===== src/rtl/data_memory_param_pkg.sv =====
// Shared types and helpers for the parametrised data memory family.
// Holds the clear-sequencer state encoding and the byte-lane merge function.
package data_memory_param_pkg;

    typedef enum logic {
        ST_CLEAR = 1'b0,
        ST_IDLE  = 1'b1
    } state_e;

    // Widest word the merge helper supports; callers zero-extend and truncate.
    localparam int MAX_DATA_W = 256;
    localparam int MAX_BE_W   = MAX_DATA_W / 8;

    function automatic logic [MAX_DATA_W-1:0] lane_merge(
        input logic [MAX_DATA_W-1:0] old_word,
        input logic [MAX_DATA_W-1:0] new_word,
        input logic [MAX_BE_W-1:0]   be
    );
        logic [MAX_DATA_W-1:0] merged;
        for (int k = 0; k < MAX_BE_W; k++) begin
            merged[8*k +: 8] = be[k] ? new_word[8*k +: 8] : old_word[8*k +: 8];
        end
        return merged;
    endfunction

endpackage


===== src/rtl/data_memory_param_if.sv =====
// Request/response bundle between the core memory stage and the data memory.
interface data_memory_param_if #(
    parameter int DATA_W = 16,
    parameter int ADDR_W = 6
);
    localparam int BE_W = DATA_W / 8;

    logic              clr_req;
    logic              wr_en;
    logic              rd_en;
    logic [BE_W-1:0]   be;
    logic [ADDR_W-1:0] addr;
    logic [DATA_W-1:0] data_in;
    logic [DATA_W-1:0] data_out;
    logic              rd_valid;
    logic              ready;
    logic              clr_done;

    modport master (
        output clr_req, wr_en, rd_en, be, addr, data_in,
        input  data_out, rd_valid, ready, clr_done
    );

    modport slave (
        input  clr_req, wr_en, rd_en, be, addr, data_in,
        output data_out, rd_valid, ready, clr_done
    );

endinterface


===== src/rtl/data_memory_clear_seq.sv =====
// Clear sequencer: walks every address writing zero after reset or on request,
// then hands the array over to normal traffic (IDLE) with a one-cycle clr_done.
module data_memory_clear_seq
    import data_memory_param_pkg::*;
#(
    parameter int ADDR_W = 6
) (
    input  logic              clk,
    input  logic              rst,
    input  logic              i_clr_req,
    output logic              o_ready,
    output logic              o_clr_done,
    output logic              o_clr_we,
    output logic [ADDR_W-1:0] o_clr_addr
);

    state_e            r_state;
    state_e            w_state_nxt;
    logic [ADDR_W-1:0] r_clr_ptr;
    logic [ADDR_W-1:0] w_clr_ptr_nxt;
    logic              r_clr_done;
    logic              w_clr_done_nxt;
    logic              w_last;

    assign w_last = &r_clr_ptr;

    // NOTE: sequential state uses non-blocking assignments so every register
    // samples the pre-edge values, independent of statement order.
    always_ff @(posedge clk) begin
        if (rst) begin
            r_state    <= ST_CLEAR;
            r_clr_ptr  <= '0;
            r_clr_done <= 1'b0;
        end else begin
            r_state    <= w_state_nxt;
            r_clr_ptr  <= w_clr_ptr_nxt;
            r_clr_done <= w_clr_done_nxt;
        end
    end

    // NOTE: every output of this block gets a default first, so no path
    // leaves a signal unassigned and no latch is inferred.
    always_comb begin
        w_state_nxt    = r_state;
        w_clr_ptr_nxt  = r_clr_ptr;
        w_clr_done_nxt = 1'b0;
        case (r_state)
            ST_CLEAR: begin
                w_clr_ptr_nxt = r_clr_ptr + ADDR_W'(1);
                if (w_last) begin
                    w_state_nxt    = ST_IDLE;
                    w_clr_ptr_nxt  = '0;
                    w_clr_done_nxt = 1'b1;
                end
            end
            ST_IDLE: begin
                if (i_clr_req) begin
                    w_state_nxt   = ST_CLEAR;
                    w_clr_ptr_nxt = '0;
                end
            end
        endcase
    end

    assign o_ready    = (r_state == ST_IDLE);
    assign o_clr_we   = (r_state == ST_CLEAR);
    assign o_clr_addr = r_clr_ptr;
    assign o_clr_done = r_clr_done;

endmodule


===== src/rtl/data_memory_param.sv =====
// Parametrised single-port data memory with byte-lane writes, a registered
// read-first read port and a hardware clear sequencer.
module data_memory_param
    import data_memory_param_pkg::*;
#(
    parameter  int DATA_W = 16,
    parameter  int ADDR_W = 6,
    localparam int BE_W   = DATA_W / 8
) (
    input  logic                clk,
    input  logic                rst,
    data_memory_param_if.slave  bus
);

    localparam int DEPTH = 2 ** ADDR_W;

    logic [DATA_W-1:0] r_mem [DEPTH];
    logic [DATA_W-1:0] r_data_out;
    logic              r_rd_valid;

    logic              w_ready;
    logic              w_clr_done;
    logic              w_clr_we;
    logic [ADDR_W-1:0] w_clr_addr;
    logic [BE_W-1:0]   w_be;
    logic [DATA_W-1:0] w_old_word;
    logic [DATA_W-1:0] w_merged;
    logic              w_wr_fire;
    logic              w_rd_fire;

    data_memory_clear_seq #(
        .ADDR_W (ADDR_W)
    ) u_clear_seq (
        .clk        (clk),
        .rst        (rst),
        .i_clr_req  (bus.clr_req),
        .o_ready    (w_ready),
        .o_clr_done (w_clr_done),
        .o_clr_we   (w_clr_we),
        .o_clr_addr (w_clr_addr)
    );

    // Requests only take effect while the sequencer has handed over the array.
    assign w_wr_fire  = w_ready & bus.wr_en & ~rst;
    assign w_rd_fire  = w_ready & bus.rd_en;
    assign w_be       = bus.be;
    assign w_old_word = r_mem[bus.addr];
    assign w_merged   = DATA_W'(lane_merge(MAX_DATA_W'(w_old_word),
                                           MAX_DATA_W'(bus.data_in),
                                           MAX_BE_W'(w_be)));

    // NOTE: the array has no reset branch; it is zeroed only by the clear
    // sequencer, which keeps it mappable onto a plain synchronous RAM.
    always_ff @(posedge clk) begin
        if (w_clr_we) begin
            r_mem[w_clr_addr] <= '0;
        end else if (w_wr_fire) begin
            r_mem[bus.addr] <= w_merged;
        end
    end

    // Reads sample the array before this edge's write, giving read-first data.
    always_ff @(posedge clk) begin
        if (rst) begin
            r_data_out <= '0;
            r_rd_valid <= 1'b0;
        end else begin
            r_rd_valid <= w_rd_fire;
            if (w_rd_fire) begin
                r_data_out <= r_mem[bus.addr];
            end
        end
    end

    assign bus.data_out = r_data_out;
    assign bus.rd_valid = r_rd_valid;
    assign bus.ready    = w_ready;
    assign bus.clr_done = w_clr_done;

endmodule

===== src/flat_wrapper.sv =====
// flat-port wrapper written by rule: the top's interface ports become plain ports
module data_memory_param_flat import data_memory_param_pkg::*;
#(
    parameter  int DATA_W = 16,
    parameter  int ADDR_W = 6,
    localparam int BE_W   = DATA_W / 8
)
  (clk, rst, bus_clr_req, bus_wr_en, bus_rd_en, bus_be, bus_addr, bus_data_in, bus_data_out, bus_rd_valid, bus_ready, bus_clr_done);
  data_memory_param_if #(.DATA_W(DATA_W), .ADDR_W(ADDR_W)) bus_i ();
  input  logic clk;
  input  logic rst;
  input wire logic [$bits(bus_i.clr_req)-1:0] bus_clr_req;
  input wire logic [$bits(bus_i.wr_en)-1:0] bus_wr_en;
  input wire logic [$bits(bus_i.rd_en)-1:0] bus_rd_en;
  input wire logic [$bits(bus_i.be)-1:0] bus_be;
  input wire logic [$bits(bus_i.addr)-1:0] bus_addr;
  input wire logic [$bits(bus_i.data_in)-1:0] bus_data_in;
  output wire logic [$bits(bus_i.data_out)-1:0] bus_data_out;
  output wire logic [$bits(bus_i.rd_valid)-1:0] bus_rd_valid;
  output wire logic [$bits(bus_i.ready)-1:0] bus_ready;
  output wire logic [$bits(bus_i.clr_done)-1:0] bus_clr_done;
  assign bus_i.clr_req = bus_clr_req;
  assign bus_i.wr_en = bus_wr_en;
  assign bus_i.rd_en = bus_rd_en;
  assign bus_i.be = bus_be;
  assign bus_i.addr = bus_addr;
  assign bus_i.data_in = bus_data_in;
  assign bus_data_out = bus_i.data_out;
  assign bus_rd_valid = bus_i.rd_valid;
  assign bus_ready = bus_i.ready;
  assign bus_clr_done = bus_i.clr_done;
  data_memory_param #(.DATA_W(DATA_W), .ADDR_W(ADDR_W)) u_core (.clk(clk), .rst(rst), .bus(bus_i));
endmodule

===== config.mk =====
export PLATFORM = sky130hd
export DESIGN_NAME = data_memory_param_flat
export DESIGN_NICKNAME = d
export VERILOG_FILES = /design/src/rtl/data_memory_param_pkg.sv /design/src/rtl/data_memory_param_if.sv /design/src/rtl/data_memory_clear_seq.sv /design/src/rtl/data_memory_param.sv /design/src/flat_wrapper.sv
export SDC_FILE = /design/constraint.sdc
export NUM_CORES = 1
export LEC_CHECK = 0
export BUFFER_PORTS_ARGS = -buffer_cell sky130_fd_sc_hd__buf_2
export CELL_PAD_IN_SITES_DETAIL_PLACEMENT = 0
export CELL_PAD_IN_SITES_GLOBAL_PLACEMENT = 2
export CORE_MARGIN = 2
export CORE_UTILIZATION = 28
export CTS_CLUSTER_SIZE = 25
export DETAILED_ROUTE_END_ITERATION = 6
export MAX_ROUTING_LAYER = met4
export PLACE_DENSITY_LB_ADDON = 0.1
export SLEW_MARGIN = 20
export SYNTH_ARGS = -nofsm -noshare
export SYNTH_HDL_FRONTEND = slang
export SYNTH_HIERARCHICAL = 1
export SYNTH_SLANG_ARGS = --single-unit
export TNS_END_PERCENT = 50

===== constraint.sdc =====
create_clock -name clk -period 5.7 [get_ports clk]
set_input_delay 1.14 -clock clk [delete_from_list [all_inputs] [get_ports clk]]
set_output_delay 1.14 -clock clk [all_outputs]
set_load 0.01 [all_outputs]

==> flow_summary_export.csv <==
group,metric,value,unit
timing,tightest_slew,1.02,ns
final_layout,areaGrowthSynthToFinish,18.9,%
critical_path,reg2reg_slack,2.00,ns
route,ant_nets,0,
clocking,clock_latency,0.74,ns
critical_path,criticalPathCategory,"in -> reg",
route,first_pass_iters,5,
critical_path,cpMostUsedCell,"buf_4",
logic_synthesis,postSynthCellCount,2350,
floorplanning,rows,140,
final_layout,regArea,31300,µm²
timing,max_slew_margin,31.6,%
clocking,cts_max_level,3,
critical_path,startpoint_type,"input pin",
timing,hold_viol,0,
grt,overflow,0,
critical_path,cp-end-kind,"register",
critical_path,r2r_start,"u_core/u_clear_seq/o_ready",
timing,tns,0,ns
outcome,outcome,"complete, no violations",
critical_path,worst-path-max-fanout,71,
power,internal-power,12.8,mW
place,dpl.hpwl,88900,µm
timing,setup_violations,0,
clocking,post_cts_buffers,0,
clocking,cts_inserted_buffers,117,
route,finalWirelength,143000,µm
logic_synthesis,syn_area,41100,µm²
min_path,hp-start,"u_core/bus.data_out[2]",
timing,rsz0062_at_grt,"no",
min_path,hold_path.class,"reg -> reg",
logic_synthesis,synth_ff_type,"edfxtp_1",
final_layout,drive_gt1_share,19.3,%
power,p_sw,3.57,mW
logic_synthesis,yosysSeqAreaShare,76.1,%
logic_synthesis,yosysWarningCount,6,
clocking,cts_root_buf,"clkbuf_16",
place,dp.cells,4394,
power,power_switching_share,21.8,%
power,power.clock.fraction,44.2,%
min_path,worstHoldPathCells,2,
final_layout,fin_nets,2626,
critical_path,reg2reg_depth,8,
logic_synthesis,synth-async-reset-ratio,0,%
final_layout,multi_input_area,9380,µm²
grt,grt_pass1_wl,195000,µm
route,wire_per_inst,31.1,µm
clocking,holdBufCountCts,0,
logic_synthesis,synth_cell_types,53,
clocking,clk_pin_slew,0.05,ns
grt,grt_pass1_vias,22973,
timing,drv_slew,0,
grt,grt_max_degree,72,
power,power.density,335,nW/µm²
timing,min_period,4.06,ns
critical_path,critPathSlowestCell,"buf_8",
place,gp_congestion,0.809,
critical_path,crit_arrival,4.40,ns
critical_path,crit_chain,"buf_8 -> buf_4 -> mux4_2 -> a21oi_1 -> nor2_1 -> o22ai_1 -> o21ai_4 -> buf_4",
power,leakage,16.7,nW
floorplanning,ios,48,
critical_path,critPathTopFamily,"buffers and inverters",
final_layout,postLayoutCoreUtil,33.5,%
route,vias,22802,
power,pwr-share-seq,51.3,%
route,vias_per_cell,4.95,
min_path,min_to,"u_core/bus.data_out[2]",
final_layout,fin_area,48900,µm²
logic_synthesis,syn_area_per_cell,17.5,µm²
floorplanning,core,146000,µm²
power,comb_power_share,4.5,%
floorplanning,die-area,150000,µm²
grt,antenna_found_initial,4,
final_layout,final_common_cell,"edfxtp_1",
critical_path,cp_num_buf_inv,3,
logic_synthesis,synth_edf_count,1024,
floorplanning,start_util,28.2,%
timing,fin_crit_sh,71.2,%
clocking,clock_path_buffers,3,
logic_synthesis,ys_ff_latch,1049,
logic_synthesis,synth.net_count,2380,
final_layout,num-fill-cells,13993,
route,drc,0,
timing,whs,0.446,ns
flow_run,max_cap_violations,0,
grt,grt_usage,19.4,%
route,drt-initial-drc-count,1616,
final_layout,most-common-layout-cells,"edfxtp_1 (1024), mux2i_1 (429), buf_4 (192)",
final_layout,finalNonFillerCells,4610,
floorplanning,die_h,387,µm
place,port_buffers,47,
timing,fmax,0.246,GHz
floorplanning,die_x,387,µm
critical_path,crit_required,6.04,ns
critical_path,max_stage_delay,0.60,ns
power,max-vdd-ir-drop,0.245,mV
place,place_area,45200,µm²
timing,fin_skew,0.0345,ns
clocking,clock_sink_count,1049,
clocking,cts_resized,0,
critical_path,rr_endpoint,"u_core/r_mem[6][11]",
clocking,cts_tree,"built",
==> worst max-delay path by stage <==
stage | to | slack (ns) | startpoint | cells past startpoint
after floorplan | u_core/r_mem[0][7] | 0.13 | bus_addr[0] | 10
after global placement | u_core/r_mem[15][7] | 0.90 | bus_addr[0] | 8
after detailed placement | u_core/r_mem[56][10] | 0.90 | bus_addr[0] | 11
after CTS | u_core/r_mem[62][7] | 1.67 | bus_addr[0] | 8
after global routing | u_core/r_mem[62][7] | 1.60 | bus_addr[0] | 8
final | u_core/r_mem[62][7] | 1.64 | bus_addr[0] | 8
==> worst register-to-register path, stage by stage (launching register included) <==
cell and delay, ns:
dfxtp_1 0.48, nand3b_1 0.43, nor2_4 0.75, buf_4 0.37, nand3_1 0.13, o21ai_0 0.19, nand2_1 0.33, nor2_1 0.28
buf_4 0.37
==> registers in the layout (all words and copies together), names as in the netlist <==
signal	count
u_core/r_mem	1024
u_core/u_clear_seq/o_ready	1
u_core/bus.rd_valid	1
u_core/bus.data_out	16
u_core/u_clear_seq/o_clr_addr	6
u_core/u_clear_seq/o_clr_done	1
==> metrics by stage <==
step / setup WS, ns / power (mW)
global placement: 0.903 / 9.29
global route: 1.60 / 16.9
detailed placement: 0.898 / 9.29
CTS: 1.67 / 16.6
finish: 1.64 / 16.4
floorplan: 0.128 / 8.93
==> power by group through the flow <==
stage	logic (mW)	clock network [mW]	registers [mW]
after floorplan	0.381	0	8.55
after global placement	0.742	0	8.55
after detailed placement	0.742	0	8.55
after CTS	0.743	7.43	8.39
after global routing	0.767	7.73	8.39
final	0.729	7.23	8.39
==> metal layers <==
layer | part of all wire (%) | wire length (µm) | track usage, % | vias up
met1 | 45 | 65200 | 25.9 | 12184
met2 | 48 | 68600 | 31.3 | 533
met4 | 2.4 | 3410 | 4.55 | 0
li1 | - | - | - | 9907
met5 | 0 | 0 | - | -
met3 | 4.2 | 6090 | 2.94 | 178
==> area by class of cell <==
| type | instances | area share, % |
|---|---|---|
| flip-flops and latches | 1049 | 64.0 |
| clock buffers | 138 | 6.20 |
| inverters | 9 | 0.0692 |
| diodes | 1 | 0.00512 |
| clock inverters | 77 | 1.27 |
| well taps | 1917 | 4.91 |
| multi-input cells | 1157 | 19.2 |
| repair buffers | 262 | 4.39 |
==> synthesized netlist by cell type (3+ instances only) <==
master | count | area [µm²]
nand3_1 | 106 | 531
nand2b_1 | 7 | 43.8
a21oi_1 | 33 | 165
a22o_1 | 5 | 43.8
clkbuf_1 | 52 | 195
o21a_1 | 3 | 22.5
buf_6 | 3 | 33.8
o21ai_0 | 59 | 295
mux4_2 | 41 | 923
mux2i_1 | 429 | 4290
a31oi_1 | 5 | 31.3
mux2_2 | 8 | 90.1
buf_2 | 35 | 175
o31ai_1 | 3 | 22.5
a221oi_1 | 4 | 35.0
nor2_1 | 129 | 484
nor3_1 | 34 | 170
buf_1 | 10 | 37.5
dfxtp_1 | 25 | 500
nand2_1 | 40 | 150
nor2b_1 | 6 | 37.5
a22oi_1 | 118 | 886
o22ai_1 | 77 | 482
o21ai_1 | 8 | 40.0
or3_1 | 5 | 31.3
nand4b_1 | 3 | 26.3
inv_1 | 8 | 30.0
buf_4 | 33 | 248
nor4_1 | 5 | 31.3
edfxtp_1 | 1024 | 30700
==> logic make-up after synthesis <==
group	synth area share (%)
AO/OA/AOI/OAI	5.16
multiplexers	12.9
flip-flops	76.1
XOR/XNOR	0.0213
adder cells (fa/ha/maj)	0.0305
AND/OR/NAND/NOR	3.96
buffers and inverters	1.83
(Power assumes the default switching activity.)
